**src/rtl/led_matrix_column_scanner_if.sv**
```systemverilog
// Bus between the frame controller (master) and the column scanner (slave):
// scan index and shadow-write port in, column/row drive and status out.
interface led_matrix_column_scanner_if #(
  parameter int ROWS = 7
);
  logic [2:0]      scan_index;
  logic            wr_en;
  logic [2:0]      wr_col;
  logic [ROWS-1:0] wr_data;
  logic            commit;
  logic [4:0]      col_n;
  logic [ROWS-1:0] row_data;
  logic            frame_done;
  logic            pending;

  modport master (
    output scan_index, wr_en, wr_col, wr_data, commit,
    input  col_n, row_data, frame_done, pending
  );

  modport slave (
    input  scan_index, wr_en, wr_col, wr_data, commit,
    output col_n, row_data, frame_done, pending
  );
endinterface

```
**src/rtl/led_matrix_column_scanner.sv**
```systemverilog
// Double-buffered 5-column LED matrix scanner with tear-free swap at the 4->0
// frame boundary and all-off blanking after every column change.
module led_matrix_column_scanner #(
  parameter int ROWS         = 7,
  parameter int BLANK_CYCLES = 1
) (
  input logic                        clk,
  input logic                        rst_n,
  led_matrix_column_scanner_if.slave bus
);
  localparam int NCOLS = 5;
  localparam int CNT_W = (BLANK_CYCLES > 1) ? $clog2(BLANK_CYCLES) : 1;

  logic [ROWS-1:0]  shadow_q [NCOLS];
  logic [ROWS-1:0]  shadow_d [NCOLS];
  logic [ROWS-1:0]  active_q [NCOLS];
  logic [ROWS-1:0]  active_d [NCOLS];
  logic [2:0]       prev_index_q;
  logic [CNT_W-1:0] blank_cnt_q;
  logic [CNT_W-1:0] blank_cnt_d;
  logic [4:0]       col_n_q;
  logic [4:0]       col_n_d;
  logic [ROWS-1:0]  row_data_q;
  logic [ROWS-1:0]  row_data_d;
  logic             frame_done_q;
  logic             pending_q;
  logic             pending_d;

  logic             index_changed;
  logic             index_valid;
  logic             boundary;
  logic             blanking;
  logic             swap;

  always_comb begin
    shadow_d      = shadow_q;
    active_d      = active_q;
    pending_d     = pending_q;
    blank_cnt_d   = blank_cnt_q;
    col_n_d       = '1;
    row_data_d    = '0;
    blanking      = 1'b0;
    index_changed = (bus.scan_index != prev_index_q);
    index_valid   = (bus.scan_index < 3'd5);
    boundary      = (prev_index_q == 3'd4) && (bus.scan_index == 3'd0);
    swap          = boundary && (pending_q || bus.commit);

    // blank_cnt counts the all-off edges still owed after the change edge
    if (BLANK_CYCLES > 0) begin
      if (index_changed) begin
        blanking    = 1'b1;
        blank_cnt_d = CNT_W'(BLANK_CYCLES - 1);
      end else if (blank_cnt_q != '0) begin
        blanking    = 1'b1;
        blank_cnt_d = blank_cnt_q - 1'b1;
      end
    end

    if (!blanking && index_valid) begin
      col_n_d    = ~(5'b00001 << bus.scan_index);
      row_data_d = active_q[bus.scan_index];
    end

    // Swap copies the pre-write shadow; a same-edge write lands in shadow only
    if (swap) begin
      for (int c = 0; c < NCOLS; c++) begin
        active_d[c] = shadow_q[c];
      end
      pending_d = 1'b0;
    end else if (bus.commit) begin
      pending_d = 1'b1;
    end

    if (bus.wr_en && index_in_range(bus.wr_col)) begin
      shadow_d[bus.wr_col] = bus.wr_data;
    end
  end

  function automatic logic index_in_range(input logic [2:0] idx);
    return idx < 3'd5;
  endfunction

  always_ff @(posedge clk) begin
    if (!rst_n) begin
      for (int c = 0; c < NCOLS; c++) begin
        shadow_q[c] <= '0;
        active_q[c] <= '0;
      end
      prev_index_q <= '0;
      blank_cnt_q  <= '0;
      col_n_q      <= '1;
      row_data_q   <= '0;
      frame_done_q <= 1'b0;
      pending_q    <= 1'b0;
    end else begin
      for (int c = 0; c < NCOLS; c++) begin
        shadow_q[c] <= shadow_d[c];
        active_q[c] <= active_d[c];
      end
      prev_index_q <= bus.scan_index;
      blank_cnt_q  <= blank_cnt_d;
      col_n_q      <= col_n_d;
      row_data_q   <= row_data_d;
      frame_done_q <= boundary;
      pending_q    <= pending_d;
    end
  end

  assign bus.col_n      = col_n_q;
  assign bus.row_data   = row_data_q;
  assign bus.frame_done = frame_done_q;
  assign bus.pending    = pending_q;
endmodule

```
**src/flat_wrapper.sv**
```systemverilog
// flat-port wrapper written by rule: the top's interface ports become plain ports
module led_matrix_column_scanner_flat 
#(
  parameter int ROWS         = 7,
  parameter int BLANK_CYCLES = 1
)
  (clk, rst_n, bus_scan_index, bus_wr_en, bus_wr_col, bus_wr_data, bus_commit, bus_col_n, bus_row_data, bus_frame_done, bus_pending);
  led_matrix_column_scanner_if #(.ROWS(ROWS)) bus_i ();
  input logic clk;
  input logic rst_n;
  input wire logic [$bits(bus_i.scan_index)-1:0] bus_scan_index;
  input wire logic [$bits(bus_i.wr_en)-1:0] bus_wr_en;
  input wire logic [$bits(bus_i.wr_col)-1:0] bus_wr_col;
  input wire logic [$bits(bus_i.wr_data)-1:0] bus_wr_data;
  input wire logic [$bits(bus_i.commit)-1:0] bus_commit;
  output wire logic [$bits(bus_i.col_n)-1:0] bus_col_n;
  output wire logic [$bits(bus_i.row_data)-1:0] bus_row_data;
  output wire logic [$bits(bus_i.frame_done)-1:0] bus_frame_done;
  output wire logic [$bits(bus_i.pending)-1:0] bus_pending;
  assign bus_i.scan_index = bus_scan_index;
  assign bus_i.wr_en = bus_wr_en;
  assign bus_i.wr_col = bus_wr_col;
  assign bus_i.wr_data = bus_wr_data;
  assign bus_i.commit = bus_commit;
  assign bus_col_n = bus_i.col_n;
  assign bus_row_data = bus_i.row_data;
  assign bus_frame_done = bus_i.frame_done;
  assign bus_pending = bus_i.pending;
  led_matrix_column_scanner #(.ROWS(ROWS), .BLANK_CYCLES(BLANK_CYCLES)) u_core (.clk(clk), .rst_n(rst_n), .bus(bus_i));
endmodule
```
**config.mk**
```make
export PLATFORM = sky130hd
export DESIGN_NAME = led_matrix_column_scanner_flat
export DESIGN_NICKNAME = d
export VERILOG_FILES = /design/src/rtl/led_matrix_column_scanner_if.sv /design/src/rtl/led_matrix_column_scanner.sv /design/src/flat_wrapper.sv
export SDC_FILE = /design/constraint.sdc
export NUM_CORES = 1
export LEC_CHECK = 0
export BUFFER_PORTS_ARGS = -buffer_cell sky130_fd_sc_hd__buf_2
export CORE_AREA = 2 2 98 100
export DETAILED_ROUTE_END_ITERATION = 10
export DIE_AREA = 0 0 100 102
export PLACE_DENSITY = 0.54
export SLEW_MARGIN = 15
export SYNTH_ARGS = -nofsm -noshare
export SYNTH_HDL_FRONTEND = slang
export SYNTH_SLANG_ARGS = --single-unit
```
**constraint.sdc**
```tcl
create_clock -name clk -period 3.5 [get_ports clk]
set_clock_uncertainty 0.2 [all_clocks]
set_input_delay 0.525 -clock clk [delete_from_list [all_inputs] [get_ports clk]]
set_output_delay 0.525 -clock clk [all_outputs]
set_load 0.01 [all_outputs]
```
# Word-level counts from Yosys, hierarchy flattened
# Index checks and enable logic that the tools add are counted.
# totals
regBits	88
latchBits	0
ram_bits	0
mem_bits_ro	0
inputBits	17
out_inout_bits	14
elab_cells	49
n_memories	0
# op_classes
add_sub_neg	1
n_mul	0
div	0
order_cmp	5
n_eq_ne	2
shifts	1
muxes	8
n_bitwise	5
n_reduce_logical	11
# op_table
cell	n
35-bit bitwise mux	1
7-bit binary-select mux with 3-bit select	1
7-bit demux with 3-bit select	1
7-bit two-way mux	3
4-bit >= comparator, second input constant	2
3-bit inverter with 4-bit output	2
3-bit less-than comparator, second input constant	2
1-bit logical AND	5
5-bit inverter	1
1-bit by 3-bit left shift with 5-bit output, first input constant	1
4-bit by 1-bit less-than comparator with 1-bit output, second input constant	1
3-bit == test, second input constant	1
3-bit logical NOT	1
3-bit inequality test	1
3-bit OR reduction	1
1-bit two-way mux	2
1-bit inverter	2
2-bit AND reduction	1
2-bit OR reduction	1
1-bit logical NOT	1
1-bit logical OR	1
1-bit subtractor, second input constant	1

# Depth between registers and ports, before layout
# Gate-level depths: netlist of the first run.
# depth
ltp_word	6
depth_mapped	5
depth_no_buf	3

# Worst setup path after synthesis of the first run
# Ideal clock, no wire load.
# synth_path
path_kind	input to register
startpoint	in bus_scan_index[1]
endpoint	reg u_core.col_n_q[2], in the netlist u_core.bus.col_n[2]
setup_ps	127
arrival_time_ps	1630
required_time_ps	3173
slack_ps	1543
path_stages	5
path_buffers	2
path_cell_list	buf_6 > xor2_1 > a2111o_1 > buf_6 > or3_1
# synth_via
elab_chain_cells	5
word_cells_on_any_way	8
classes_between	1 x order compare; 1 x eq/ne; 1 x shift; 1 x mux; 1 x bitwise; 3 x reduce/logical
# synth_lines
element	line	source
start, declared	flat_wrapper.sv:11	input wire logic [$bits(bus_i.scan_index)-1:0] bus_scan_index;
3-bit inequality test	led_matrix_column_scanner.sv:43	index_changed = (bus.scan_index != prev_index_q);
1-bit two-way mux	led_matrix_column_scanner.sv:50	if (index_changed) begin
1-bit logical NOT	led_matrix_column_scanner.sv:59	if (!blanking && index_valid) begin
1-bit logical AND	led_matrix_column_scanner.sv:59	
2-bit AND reduction (no source line)	--	
end signal, assigned	led_matrix_column_scanner.sv:102	col_n_q <= col_n_d;
end, declared	led_matrix_column_scanner.sv:21	logic [4:0] col_n_q;
# Parallel ways exist; a longest one is shown, timed or not.
# A chain may end at the register's enable or synchronous reset.

# Worst setup path after layout of the first run
# layout_path
startpoint	in bus_scan_index[1]
endpoint	reg u_core.active_q[4] (netlist name)
# layout_via
elab_chain_cells	3
# layout_lines
element	line	source
3-bit logical NOT	led_matrix_column_scanner.sv:45	boundary = (prev_index_q == 3'd4) && (bus.scan_index == 3'd0);
1-bit logical AND	led_matrix_column_scanner.sv:45	
1-bit logical AND	led_matrix_column_scanner.sv:46	swap = boundary && (pending_q || bus.commit);
end signal, assigned by index	led_matrix_column_scanner.sv:98	active_q[c] <= active_d[c];
end, declared	led_matrix_column_scanner.sv:16	logic [ROWS-1:0] active_q [NCOLS];
# No other way between the ends.

==> flow_metrics.py, run 1 <==
metrics = {
    "critical_path": {
        "startpoint_type": "primary input",
        "cp.required_ps": 3580,
        "path_buf_inv": 2,
        "crit_family": "buffers and inverters",
        "crit_type": "in -> reg",
        "cp_slowest_stage_delay_ps": 530,
        "r2r_setup_slack_ps": 1530,
        "cp_slowest_cell": "buf_4",
        "crit_path_cell_trace": "buf_2 > nand2b_1 > nor4_4 > buf_4 > mux2i_1",
        "critPathMaxFanout": 35,
        "arrival_ps": 2140,
        "end_kind": "flop",
    },
    "place": {
        "hpwl_um": 4717,
        "gp_congestion": 0.7122,
        "io_buffers": 30,
        "place_area_um2": 3755,
        "pre_cts_ws_ps": 1031,
    },
    "die": {
        "core_area_um2": 9109,
        "die_y_um": 102,
        "dieArea_um2": 10200,
        "start_util_pct": 38.93,
        "die_w_um": 100,
        "design.portCount": 31,
        "rows": 35,
    },
    "synth": {
        "syn_inst": 354,
        "synth_seq_cells": 88,
        "synth_top_area_cell": "dfxtp_1",
        "synth_top_area_share_pct": 49.68,
        "yosys-top-cells-area": "dfxtp_1, mux2i_1, nand2_1, mux2_2, nor2_1",
        "syn_nets": 371,
        "yosysUniqueCellTypes": 30,
        "syn_area_um2": 3546,
        "synth-warning-count": 0,
        "syn_area_per_cell_um2": 10.02,
        "ys_seq_area_share_pct": 49.68,
    },
    "global_routing": {
        "top_usage_layer": "met2",
        "globalRouteOverflowTotal": 0,
        "grt.total_usage_pct": 15.84,
        "grt_max_degree": 72,
        "globalRouteMet3Util_pct": 3.352,
        "grt_use_met1_pct": 22.44,
        "grt_pass1_vias": 2370,
        "grt_pass1_wl_um": 12350,
        "antenna_found_initial": 0,
        "use_met2_pct": 23.13,
    },
    "hold_path": {
        "hp-class": "in -> reg",
    },
    "final_layout": {
        "nets": 396,
        "diodes": 0,
        "drive_gt1_share_pct": 19.11,
        "mostFrequentLayoutCell": "dfxtp_1",
        "syn2layout_area_growth_pct": 10.83,
        "layout_common_cells": "dfxtp_1, nand2_1, mux2i_1",
        "final_area_um2": 3930,
        "fill_cells": 931,
    },
    "clock_tree": {
        "clkSinkCount": 88,
        "holdBufCountCts": 0,
        "cts_buffer_depth": 2,
        "cts_tree": "built",
        "clk_latency_ps": 350,
        "htreeDepth": 3,
        "clk_pin_slew_worst_paths_ps": 80,
        "cts-root-buf": "clkbuf_8",
        "cts_setup_buffers": 0,
        "cts-resized-gates": 0,
        "numCtsBuffers": 9,
    },
    "sta": {
        "rsz0062_at_grt": "false",
        "finalCriticalPeriod_ps": 2062,
        "finalCritPeriodShare_pct": 58.92,
        "slew_viol_final": 0,
        "slew-limit-headroom_pct": 50.40,
        "whs_ps": 254.6,
        "timing.fmax_mhz": 484.9,
        "fin_tns_setup_ps": 0,
        "setup_viol": 0,
        "finalHoldViolCount": 0,
        "worst_pin_slew_ps": 740.0,
        "fin_ws_ps": 1438,
    },
    "drt": {
        "ant_nets": 0,
        "drt_iter0_drc": 66,
        "wl_per_cell_um": 15.00,
        "first_pass_iters": 4,
        "drcViolationCount": 0,
        "drt_wl_total_um": 7393,
        "routed_via_density": 4.931,
        "vias": 2431,
    },
    "pwr": {
        "p_leak_nw": 1.400,
        "peakVddDrop_mv": 0.1478,
        "power_mw": 1.776,
        "powerDensity_nw_per_um2": 451.9,
    },
    "run": {
        "drv_cap": 0,
    },
    "outcome": {
        "status": "finished clean",
    },
}
worst reg2reg max path: cells and delay by family (launching register included):
| kind | cells | cell delay (ps) |
|---|---|---|
| flops | 1 | 320 |
| buf+inv | 1 | 530 |
| simple gates | 2 | 580 |
| mux | 1 | 280 |
synthesized netlist by cell type:
library cell and n:
mux2i_1 70, nor4_1 1, buf_2 6, inv_1 2
or3_4 1, inv_2 1, nor4bb_1 3, a22oi_1 7
nor3_1 2, a221oi_1 7, nand2_1 78, dfxtp_1 88
nand4b_1 1, nor2_1 39, or3_1 4, nor4_4 1
a211o_1 2, nor4b_1 1, mux2_2 14, conb_1 1
xor2_1 1, nor3b_1 1, clkbuf_1 11, buf_12 3
a2111o_1 1, buf_1 2, and2_1 1, buf_6 3
nand2b_1 1, nor2b_1 1
final cells by class:
| cell class | instances | area, µm² | area share [%] |
|---|---|---|---|
| inverter | 3 | 11.26 | 0.2865 |
| clock inverter | 4 | 47.55 | 1.210 |
| tap | 111 | 138.9 | 3.534 |
| multi-input combinational | 238 | 1625 | 41.36 |
| timing repair buffer | 39 | 217.7 | 5.540 |
| clock buffer | 10 | 127.6 | 3.247 |
| sequential | 88 | 1762 | 44.83 |
stage by stage:
step                std cells  util [%]
finish                    493     43.15
global placement          479     41.22
CTS                       493     43.15
global route              493     43.15
detailed placement        479     41.22
floorplan                 354         -
registers in the layout, summed over array words and instances (netlist names):
signal and cells:
u_core.bus.pending 1, u_core.prev_index_q 3, u_core.bus.row_data 7, u_core.shadow_q 35, u_core.bus.col_n 5, u_core.bus.frame_done 1, u_core.blank_cnt_q 1, u_core.active_q 35
report_power, final:
group / switching (mW) / internal [mW]
clock network: 0.333 / 0.320
logic: 0.0669 / 0.0359
registers: 0.00705 / 1.01
path summary, 6_finish.rpt:
check	to	cells past startpoint	start
max	u_core.active_q[4]	5	bus_scan_index[1]
min	u_core.prev_index_q[0]	2	bus_scan_index[0]
max reg2reg	u_core.active_q[4]	4	u_core.prev_index_q[0]
min reg2reg	u_core.active_q[29]	2	u_core.active_q[29]
kinds of logic after synthesis:
| family | Yosys count | synth area share [%] |
|---|---|---|
| flip-flops | 88 | 49.68 |
| AND/OR/NAND/NOR | 135 | 16.55 |
| AO/OA/AOI/OAI | 17 | 4.023 |
| XOR/XNOR | 1 | 0.2470 |
| buffers and inverters | 28 | 5.187 |
| multiplexers | 84 | 24.21 |
| other | 1 | 0.1058 |
metal layers:
layer	share of wire (%)	vias to the layer above	routed length, µm
met5	0	-	0
met4	2.2	0	163
met3	4.3	13	321
met2	41	47	3026
met1	52	1124	3881
li1	-	1247	-
No activity file was read; power rests on OpenSTA's default activity.
==> run 2: changes to the inputs <==
clock period = 1.98 ns   (was 3.5 ns; I/O delays follow)
==> run 2 against run 1 <==
  * Register-to-register slack got worse by 1300 ps
  * Die area did not move
  * Wire length down 0.42%
  * Core utilization up 0.89 points
  * Clock-buffer cell count grew 1
  * Via count rose by 0.49%
  * Sequential cell count stayed put
  * Largest cell class unchanged
  * Largest power group unchanged
==> flow_metrics.py, run 2 (synthesized netlist as in run 1, its figures left out) <==
metrics = {
    "sta": {
        "slew_viol_final": 0,
        "finalHoldViolCount": 0,
        "fin_tns_setup_ps": 0,
        "setup_viol": 0,
        "rsz0062_at_grt": "false",
        "worst_pin_slew_ps": 698.9,
        "timing.fmax_mhz": 556.9,
        "fin_ws_ps": 184.2,
        "finalCritPeriodShare_pct": 90.70,
        "finalCriticalPeriod_ps": 1796,
        "slew-limit-headroom_pct": 53.41,
    },
    "die": {
        "design.portCount": 31,
        "rows": 35,
        "die_w_um": 100,
        "start_util_pct": 38.93,
        "dieArea_um2": 10200,
        "die_y_um": 102,
        "core_area_um2": 9109,
    },
    "drt": {
        "routed_via_density": 4.906,
        "wl_per_cell_um": 14.78,
        "drcViolationCount": 0,
        "drt_wl_total_um": 7362,
        "vias": 2443,
        "drt_iter0_drc": 83,
        "ant_nets": 0,
        "first_pass_iters": 4,
    },
    "final_layout": {
        "layout_common_cells": "dfxtp_1, nand2_1, mux2i_1",
        "diodes": 0,
        "drive_gt1_share_pct": 20.16,
        "mostFrequentLayoutCell": "dfxtp_1",
        "final_area_um2": 4011,
        "nets": 399,
        "syn2layout_area_growth_pct": 13.13,
        "fill_cells": 905,
        "finalCoreUtilization_pct": 44.04,
    },
    "critical_path": {
        "cp.required_ps": 2000,
        "r2r_setup_slack_ps": 180,
        "arrival_ps": 1820,
        "rr_endpoint": "u_core.bus.col_n[0]",
        "crit_type": "reg -> reg",
        "r2r-start": "u_core.prev_index_q[1]",
        "end_kind": "flop",
        "rr_worst_depth": 3,
        "critPathMaxFanout": 12,
        "startpoint_type": "flop",
    },
    "hold_path": {
        "hold_start": "bus_scan_index[0]",
        "holdPathStages": 2,
        "whs_endpoint": "u_core.prev_index_q[0]",
        "hp-class": "in -> reg",
    },
    "clock_tree": {
        "cts-root-buf": "clkbuf_8",
        "holdBufCountCts": 0,
        "clk_latency_ps": 340,
        "clk_pin_slew_worst_paths_ps": 80,
        "cts_setup_buffers": 0,
        "cts-resized-gates": 0,
        "cts_buffer_depth": 2,
        "cts_tree": "built",
        "numCtsBuffers": 9,
        "htreeDepth": 3,
        "clkSinkCount": 88,
    },
    "outcome": {
        "status": "finished clean",
    },
    "run": {
        "drv_cap": 0,
    },
    "pwr": {
        "powerDensity_nw_per_um2": 832.5,
        "p_leak_nw": 1.435,
        "peakVddDrop_mv": 0.2986,
    },
    "global_routing": {
        "grt_pass1_wl_um": 12200,
        "grt.total_usage_pct": 15.42,
        "antenna_found_initial": 0,
        "grt_pass1_vias": 2419,
        "globalRouteOverflowTotal": 0,
        "grt_max_degree": 72,
    },
    "place": {
        "gp_congestion": 0.7185,
        "pre_cts_ws_ps": 43.72,
        "place_area_um2": 3790,
        "hpwl_um": 4791,
        "io_buffers": 30,
    },
}
-- run 2: cell types whose count changed in the layout (fill, tap and decap cells not counted) --
cell        previous run  this run
buf_4                  9        11
buf_12                 0         1
bufinv_16              1         2
clkbuf_8               9        10
clkinv_2               2         1
clkinvlp_4             1         2
-- run 2: per-layer routing --
layer,wire length (µm),track usage (%),vias up
met5,0,0,-
met3,283,2.804,8
met1,3850,21.75,1141
met4,112,6.112,0
met2,3115,23.54,45
li1,-,-,1249
-- run 2: layout make-up --
type,count,area [µm²],share of cell area [%]
Clock inverter,5,80.08,1.996
Inverter,3,11.26,0.2807
Clock buffer,11,141.4,3.525
Timing Repair Buffer,42,252.7,6.301
Tap cell,111,138.9,3.462
Multi-Input combinational cell,238,1625,40.52
Sequential cell,88,1762,43.92
-- run 2: critical path: stages (launching register included) --
cell and delay, ps:
dfxtp_1 440, xor2_1 100, a2111o_1 530, or3_1 410
-- run 2: how the worst max path moves through the flow --
stage | start | endpoint | slack [ps]
after floorplan | bus_scan_index[1] | u_core.bus.col_n[2] | 250
after global placement | bus_scan_index[0] | u_core.active_q[19] | 80
after detailed placement | bus_scan_index[0] | u_core.active_q[13] | 40
after CTS | u_core.prev_index_q[0] | u_core.active_q[25] | 180
after global routing | u_core.prev_index_q[0] | u_core.active_q[25] | 90
final | u_core.prev_index_q[1] | u_core.bus.col_n[0] | 180
-- run 2: metrics by stage --
stage	total power, mW	std cells	hold WS [ps]
2_1_floorplan	1.961	354	218.7
3_3_place_gp	2.031	482	240.9
5_1_grt	3.475	498	62.95
3_5_place_dp	2.034	482	246.0
6_report	3.340	498	36.71
4_1_cts	3.382	498	18.76
-- run 2: report_power, final --
part	internal (mW)	total, mW	switching, mW
Sequential	1.79	1.80	0.0122
Combinational	0.0668	0.188	0.121
Clock	0.744	1.35	0.606
Total	2.60	3.34	0.739
